[config.mk]
export PLATFORM = sky130hd
export DESIGN_NAME = change_dispenser
export DESIGN_NICKNAME = d
export VERILOG_FILES = /design/src/rtl/change_dispenser.sv
export SDC_FILE = /design/constraint.sdc
export NUM_CORES = 1
export LEC_CHECK = 0
export CORE_UTILIZATION = 49
export CTS_CLUSTER_SIZE = 40
export DETAILED_ROUTE_END_ITERATION = 16
export PLACE_DENSITY_LB_ADDON = 0.1
export SLEW_MARGIN = 20
export SYNTH_ARGS = -nofsm -noshare
export SYNTH_HDL_FRONTEND = slang
export SYNTH_SLANG_ARGS = --single-unit
export TNS_END_PERCENT = 100
[constraint.sdc]
create_clock -name clk -period 3.5 [get_ports clk]
set_clock_uncertainty 0.2 [all_clocks]
set_input_delay 0.7 -clock clk [delete_from_list [all_inputs] [get_ports clk]]
set_output_delay 0.7 -clock clk [all_outputs]
set_load 0.03 [all_outputs]
[src/rtl/change_dispenser.sv]
// Coin payout engine: turns a change amount into a serial stream of ejector coin codes,
// choosing the largest affordable in-stock coin each time.

module change_coin_slot #(
  parameter int CNT_W = 5
) (
  input  logic             clk,
  input  logic             rst,
  input  logic             load,
  input  logic [CNT_W-1:0] load_val,
  input  logic             clr_paid,
  input  logic             take,
  output logic [CNT_W-1:0] inv,
  output logic [CNT_W-1:0] paid
);
  logic [CNT_W-1:0] inv_q, inv_d, paid_q, paid_d;

  always_comb begin
    inv_d  = inv_q;
    paid_d = paid_q;
    if (load)      inv_d = load_val;
    else if (take) inv_d = inv_q - CNT_W'(1);
    if (clr_paid)  paid_d = '0;
    else if (take) paid_d = paid_q + CNT_W'(1);
  end

  always_ff @(posedge clk or posedge rst) begin
    if (rst) begin
      inv_q  <= '0;
      paid_q <= '0;
    end else begin
      inv_q  <= inv_d;
      paid_q <= paid_d;
    end
  end

  assign inv  = inv_q;
  assign paid = paid_q;
endmodule

module change_dispenser #(
  parameter int AMT_W = 8,
  parameter int CNT_W = 5
) (
  input  logic             clk,
  input  logic             rst,
  input  logic             start,
  input  logic [AMT_W-1:0] amount,
  input  logic             load_inv,
  input  logic [CNT_W-1:0] inv_nickel,
  input  logic [CNT_W-1:0] inv_dime,
  input  logic [CNT_W-1:0] inv_quarter,
  input  logic [CNT_W-1:0] inv_half,
  input  logic [CNT_W-1:0] inv_dollar,
  input  logic             coin_ready,
  output logic             coin_valid,
  output logic [2:0]       coin_code,
  output logic             busy,
  output logic             done,
  output logic             short,
  output logic [AMT_W-1:0] remaining,
  output logic [CNT_W-1:0] nickelct,
  output logic [CNT_W-1:0] dimect,
  output logic [CNT_W-1:0] quarterct,
  output logic [CNT_W-1:0] half_dollarct,
  output logic [CNT_W-1:0] dollarct,
  output logic [CNT_W-1:0] nickel_out,
  output logic [CNT_W-1:0] dime_out,
  output logic [CNT_W-1:0] quarter_out,
  output logic [CNT_W-1:0] half_dollar_out,
  output logic [CNT_W-1:0] dollar_out
);
  localparam int NUM_COINS = 5;

  typedef enum logic [1:0] {S_IDLE, S_SELECT, S_ISSUE, S_DONE} state_e;

  state_e                            state_q, state_d;
  logic [AMT_W-1:0]                  remaining_q, remaining_d;
  logic                              short_q, short_d;
  logic [2:0]                        sel_q, sel_d;
  logic                              load_en, clr_out;
  logic [NUM_COINS-1:0]              take;
  logic [NUM_COINS-1:0][CNT_W-1:0]   load_vals, inv, paid;

  // Slot index 0..4 = nickel..dollar; coin code is index+1.
  function automatic logic [AMT_W-1:0] coin_value(input logic [2:0] idx);
    case (idx)
      3'd0:    coin_value = AMT_W'(1);
      3'd1:    coin_value = AMT_W'(2);
      3'd2:    coin_value = AMT_W'(5);
      3'd3:    coin_value = AMT_W'(10);
      3'd4:    coin_value = AMT_W'(20);
      default: coin_value = '0;
    endcase
  endfunction

  assign load_vals = {inv_dollar, inv_half, inv_quarter, inv_dime, inv_nickel};

  always_comb begin
    logic       found;
    logic [2:0] best;
    state_d     = state_q;
    remaining_d = remaining_q;
    short_d     = short_q;
    sel_d       = sel_q;
    load_en     = 1'b0;
    clr_out     = 1'b0;
    take        = '0;
    found       = 1'b0;
    best        = '0;
    // Ascending scan so the largest qualifying coin wins.
    for (int i = 0; i < NUM_COINS; i++) begin
      if (inv[i] != '0 && coin_value(3'(i)) <= remaining_q) begin
        found = 1'b1;
        best  = 3'(i);
      end
    end
    case (state_q)
      S_IDLE: begin
        load_en = load_inv;
        if (start) begin
          remaining_d = amount;
          short_d     = 1'b0;
          clr_out     = 1'b1;
          state_d     = S_SELECT;
        end
      end
      S_SELECT: begin
        if (remaining_q == '0) begin
          state_d = S_DONE;
        end else if (found) begin
          sel_d   = best;
          state_d = S_ISSUE;
        end else begin
          short_d = 1'b1;
          state_d = S_DONE;
        end
      end
      S_ISSUE: begin
        if (coin_ready) begin
          take[sel_q] = 1'b1;
          remaining_d = remaining_q - coin_value(sel_q);
          state_d     = S_SELECT;
        end
      end
      S_DONE:  state_d = S_IDLE;
      default: state_d = S_IDLE;
    endcase
  end

  always_ff @(posedge clk or posedge rst) begin
    if (rst) begin
      state_q     <= S_IDLE;
      remaining_q <= '0;
      short_q     <= 1'b0;
      sel_q       <= '0;
    end else begin
      state_q     <= state_d;
      remaining_q <= remaining_d;
      short_q     <= short_d;
      sel_q       <= sel_d;
    end
  end

  for (genvar g = 0; g < NUM_COINS; g++) begin : g_slot
    change_coin_slot #(.CNT_W(CNT_W)) u_slot (
      .clk      (clk),
      .rst      (rst),
      .load     (load_en),
      .load_val (load_vals[g]),
      .clr_paid (clr_out),
      .take     (take[g]),
      .inv      (inv[g]),
      .paid     (paid[g])
    );
  end

  assign coin_valid      = (state_q == S_ISSUE);
  assign coin_code       = coin_valid ? (sel_q + 3'd1) : 3'd0;
  assign busy            = (state_q == S_SELECT) || (state_q == S_ISSUE);
  assign done            = (state_q == S_DONE);
  assign short           = short_q;
  assign remaining       = remaining_q;
  assign nickelct        = inv[0];
  assign dimect          = inv[1];
  assign quarterct       = inv[2];
  assign half_dollarct   = inv[3];
  assign dollarct        = inv[4];
  assign nickel_out      = paid[0];
  assign dime_out        = paid[1];
  assign quarter_out     = paid[2];
  assign half_dollar_out = paid[3];
  assign dollar_out      = paid[4];
endmodule

==> flow_metrics.env <==
export IMPL_worst_setup_path_startpoint="sel_q[0]"
export IMPL_groute_usage_overall_pct=23.8
export IMPL_synth_area_per_cell_sq_um=8.93
export IMPL_numPortBuffers=102
export IMPL_worstHoldPathType="reg2reg"
export IMPL_cts_root_buf="clkbuf_8"
export IMPL_cts_tree="yes"
export IMPL_synth_edff_count=0
export IMPL_worst_setup_slack_before_clock_tree_synthesis_ns=0.594
export IMPL_ys_dominant_reg_cell="dfrtp_1"
export IMPL_worst_slew_margin_rel_pct=31.0
export IMPL_first_global_vias=3086
export IMPL_start_util_pct=51.0
export IMPL_synth_area_sq_um=3740
export IMPL_clk_latency_ns=0.34
export IMPL_power_density_nw_per_um2=840
export IMPL_total_power_uw=4300
export IMPL_drv_cap=0
export IMPL_p_leak_uw=0.00220
export IMPL_wire_length_of_the_first_global_routing_pass_um=14300
export IMPL_final_net_count=591
export IMPL_drtPass1Iterations=4
export IMPL_final_min_clock_period_ns=3.07
export IMPL_worst_r2r_endpoint="remaining[6]"
export IMPL_r2r_slack_ns=0.65
export IMPL_cts_made_buffers=9
export IMPL_floorplan_io_pins=103
export IMPL_cts_resized=0
export IMPL_h_tree_depth=3
export IMPL_post_synth_inst_count=419
export IMPL_synth_ff_latch_count=64
export IMPL_worstMarginPinSlew_ns=1.03
export IMPL_synth_yosys_warnings=0
export IMPL_grt_setup_unrepaired="false"
export IMPL_antenna_violating_nets_post_route=0
export IMPL_cts_hold_buffers=0
export IMPL_clock_fmax_mhz=326
export IMPL_synthArstFlopShare_pct=100
export IMPL_setup_worst_path_start_class="register"
export IMPL_post_synth_top_area_fraction_pct=42.8
export IMPL_critPathCaptureType="output pin"
export IMPL_place_gp_congestion=0.920
export IMPL_cts_path_max_buffers=2
export IMPL_floorplan_die_area_sq_um=7990
export IMPL_drt_wirelength_per_cell_um=14.4
export IMPL_outcome="complete, no violations"
export IMPL_vias_per_cell=5.20
export IMPL_netlist_top_cells_area="dfrtp_1 (43%), ha_1 (9.4%), xor2_1 (7.0%), o21ai_0 (5.6%), nand2_1 (5.4%)"
export IMPL_final_layout_size_suffix_gt1_share_pct=5.48
export IMPL_seq_area_frac_synth_pct=42.8
export IMPL_r2r_worst_path_cells=10
export IMPL_critical_path_endpoint="coin_code[2]"
export IMPL_hold_slack_ns=0.317
export IMPL_tns_ns=0
export IMPL_placeableCoreArea_sq_um=7330
export IMPL_highest_count_cells_in_the_layout_ignoring_fill_and_taps="clkdlybuf4s50_1 (102), dfrtp_1 (64), nand2_1 (54), nor2_1 (51), o21ai_0 (42)"
export IMPL_fin_crit_sh_pct=87.6
export IMPL_layout_core_utilization_pct=69.9
export IMPL_synth_cell_type_count=42
export IMPL_cts_repair_timing_setup_buffer_count=0
export IMPL_globalRoute_totalOverflow=0
export IMPL_timing_rr_start="sel_q[0]"
export IMPL_antenna_cells=0
export IMPL_rows=31
export IMPL_data_required_time_of_the_critical_path_ns=2.60
export IMPL_drc_viols=0
export IMPL_synth_fp_nets=486
export IMPL_worst_setup_path_type="reg2out"
export IMPL_report_final_setup_viol=0
export IMPL_chipWidth_um=89.4
export IMPL_layout_cells_most_common="clkdlybuf4s50_1"
export IMPL_vdd_ir_drop_worst_mv=0.535
export IMPL_area_leader_netlist="dfrtp_1"
export IMPL_worst_endpoint_arrival_ns=2.17
export IMPL_fillerInstances=592
export IMPL_timing_hold_worst_path_depth=2
export IMPL_report_final_slew_viol_count=0
export IMPL_routed_via_count=3264
export IMPL_detailedPlacementHpwl_um=6890
export IMPL_die_height_um=89.4
export IMPL_critical_path_max_fanout=10
export IMPL_tritoncts_num_sinks=64
export IMPL_grt_antenna_before_repair=0
export IMPL_grt_start_max_net_pins=38
export IMPL_path_clk_slew_ns=0.08
export IMPL_post_route_worst_setup_slack_ns=0.433
export IMPL_wirelength_um=9060
export IMPL_areaGrowthSynthToFinish_pct=37.0
export IMPL_first_iter_violations=195
export IMPL_finalHoldViolations=0
==> flip-flops by register name (all words and copies together) (netlist names) <==
signal,flops
g_slot.u_slot.inv,25
sel_q,3
remaining,8
short,1
state_q,2
g_slot.u_slot.paid,25
==> synth_stat cells (3+ instances only) <==
cell type  number
dfrtp_1        64
nand2_1        54
nor2_1         51
o21ai_0        42
xor2_1         30
ha_1           28
inv_1          23
a21oi_1        15
clkbuf_1       12
nand3_1        12
xnor2_1        11
nand4_1        10
nor3_1         10
a211oi_1        4
buf_2           4
nand2b_1        4
nor4b_1         4
and2_1          3
mux2i_1         3
nand3b_1        3
nor2b_1         3
o211ai_1        3
==> cell type report <==
cell class	instances	area, sq um	share of cell area [%]
timing repair buffer	110	1110	21.6
multi-input combinational	316	1990	38.8
inverter	23	86.3	1.68
sequential	64	1600	31.3
clock buffer	9	124	2.42
tap	99	124	2.42
clock inverter	7	95.1	1.86
==> worst min path at each step <==
stage / from / endpoint
after floorplan: state_q[1] / state_q[1]
after global placement: short / short
after detailed placement: short / short
after CTS: short / short
after global routing: short / short
final: short / short
==> power breakdown <==
group          switching, uW  internal [uW]
clock network            308            402
logic                   1350            953
registers                322            972
total                   1980           2330
==> logic make-up after synthesis <==
group	share of synthesized area, %
simple gates	20.9
buf+inv	4.05
flops	42.8
xor+xnor	9.60
fa+ha+maj	9.90
mux	0.803
compound gates	11.9
==> metal layers <==
| metal | global-route usage [%] | routed length [um] |
|---|---|---|
| met1 | 29.7 | 4000 |
| met4 | 5.63 | 81 |
| met5 | 0 | 0 |
| met3 | 7.94 | 563 |
| met2 | 40.0 | 4420 |
==> metrics by stage <==
stage / instances / instance area, sq um
6_report: 628 / 5120
2_1_floorplan: 419 / 3740
5_1_grt: 628 / 5120
3_3_place_gp: 612 / 4910
4_1_cts: 628 / 5120
3_5_place_dp: 612 / 4910
==> critical path, stage by stage (launching register included) <==
cell,delay (ns)
dfrtp_1,0.50
ha_1,0.28
ha_1,0.28
nor2_1,0.08
clkdlybuf4s50_1,0.67
(Power assumes the default switching activity.)
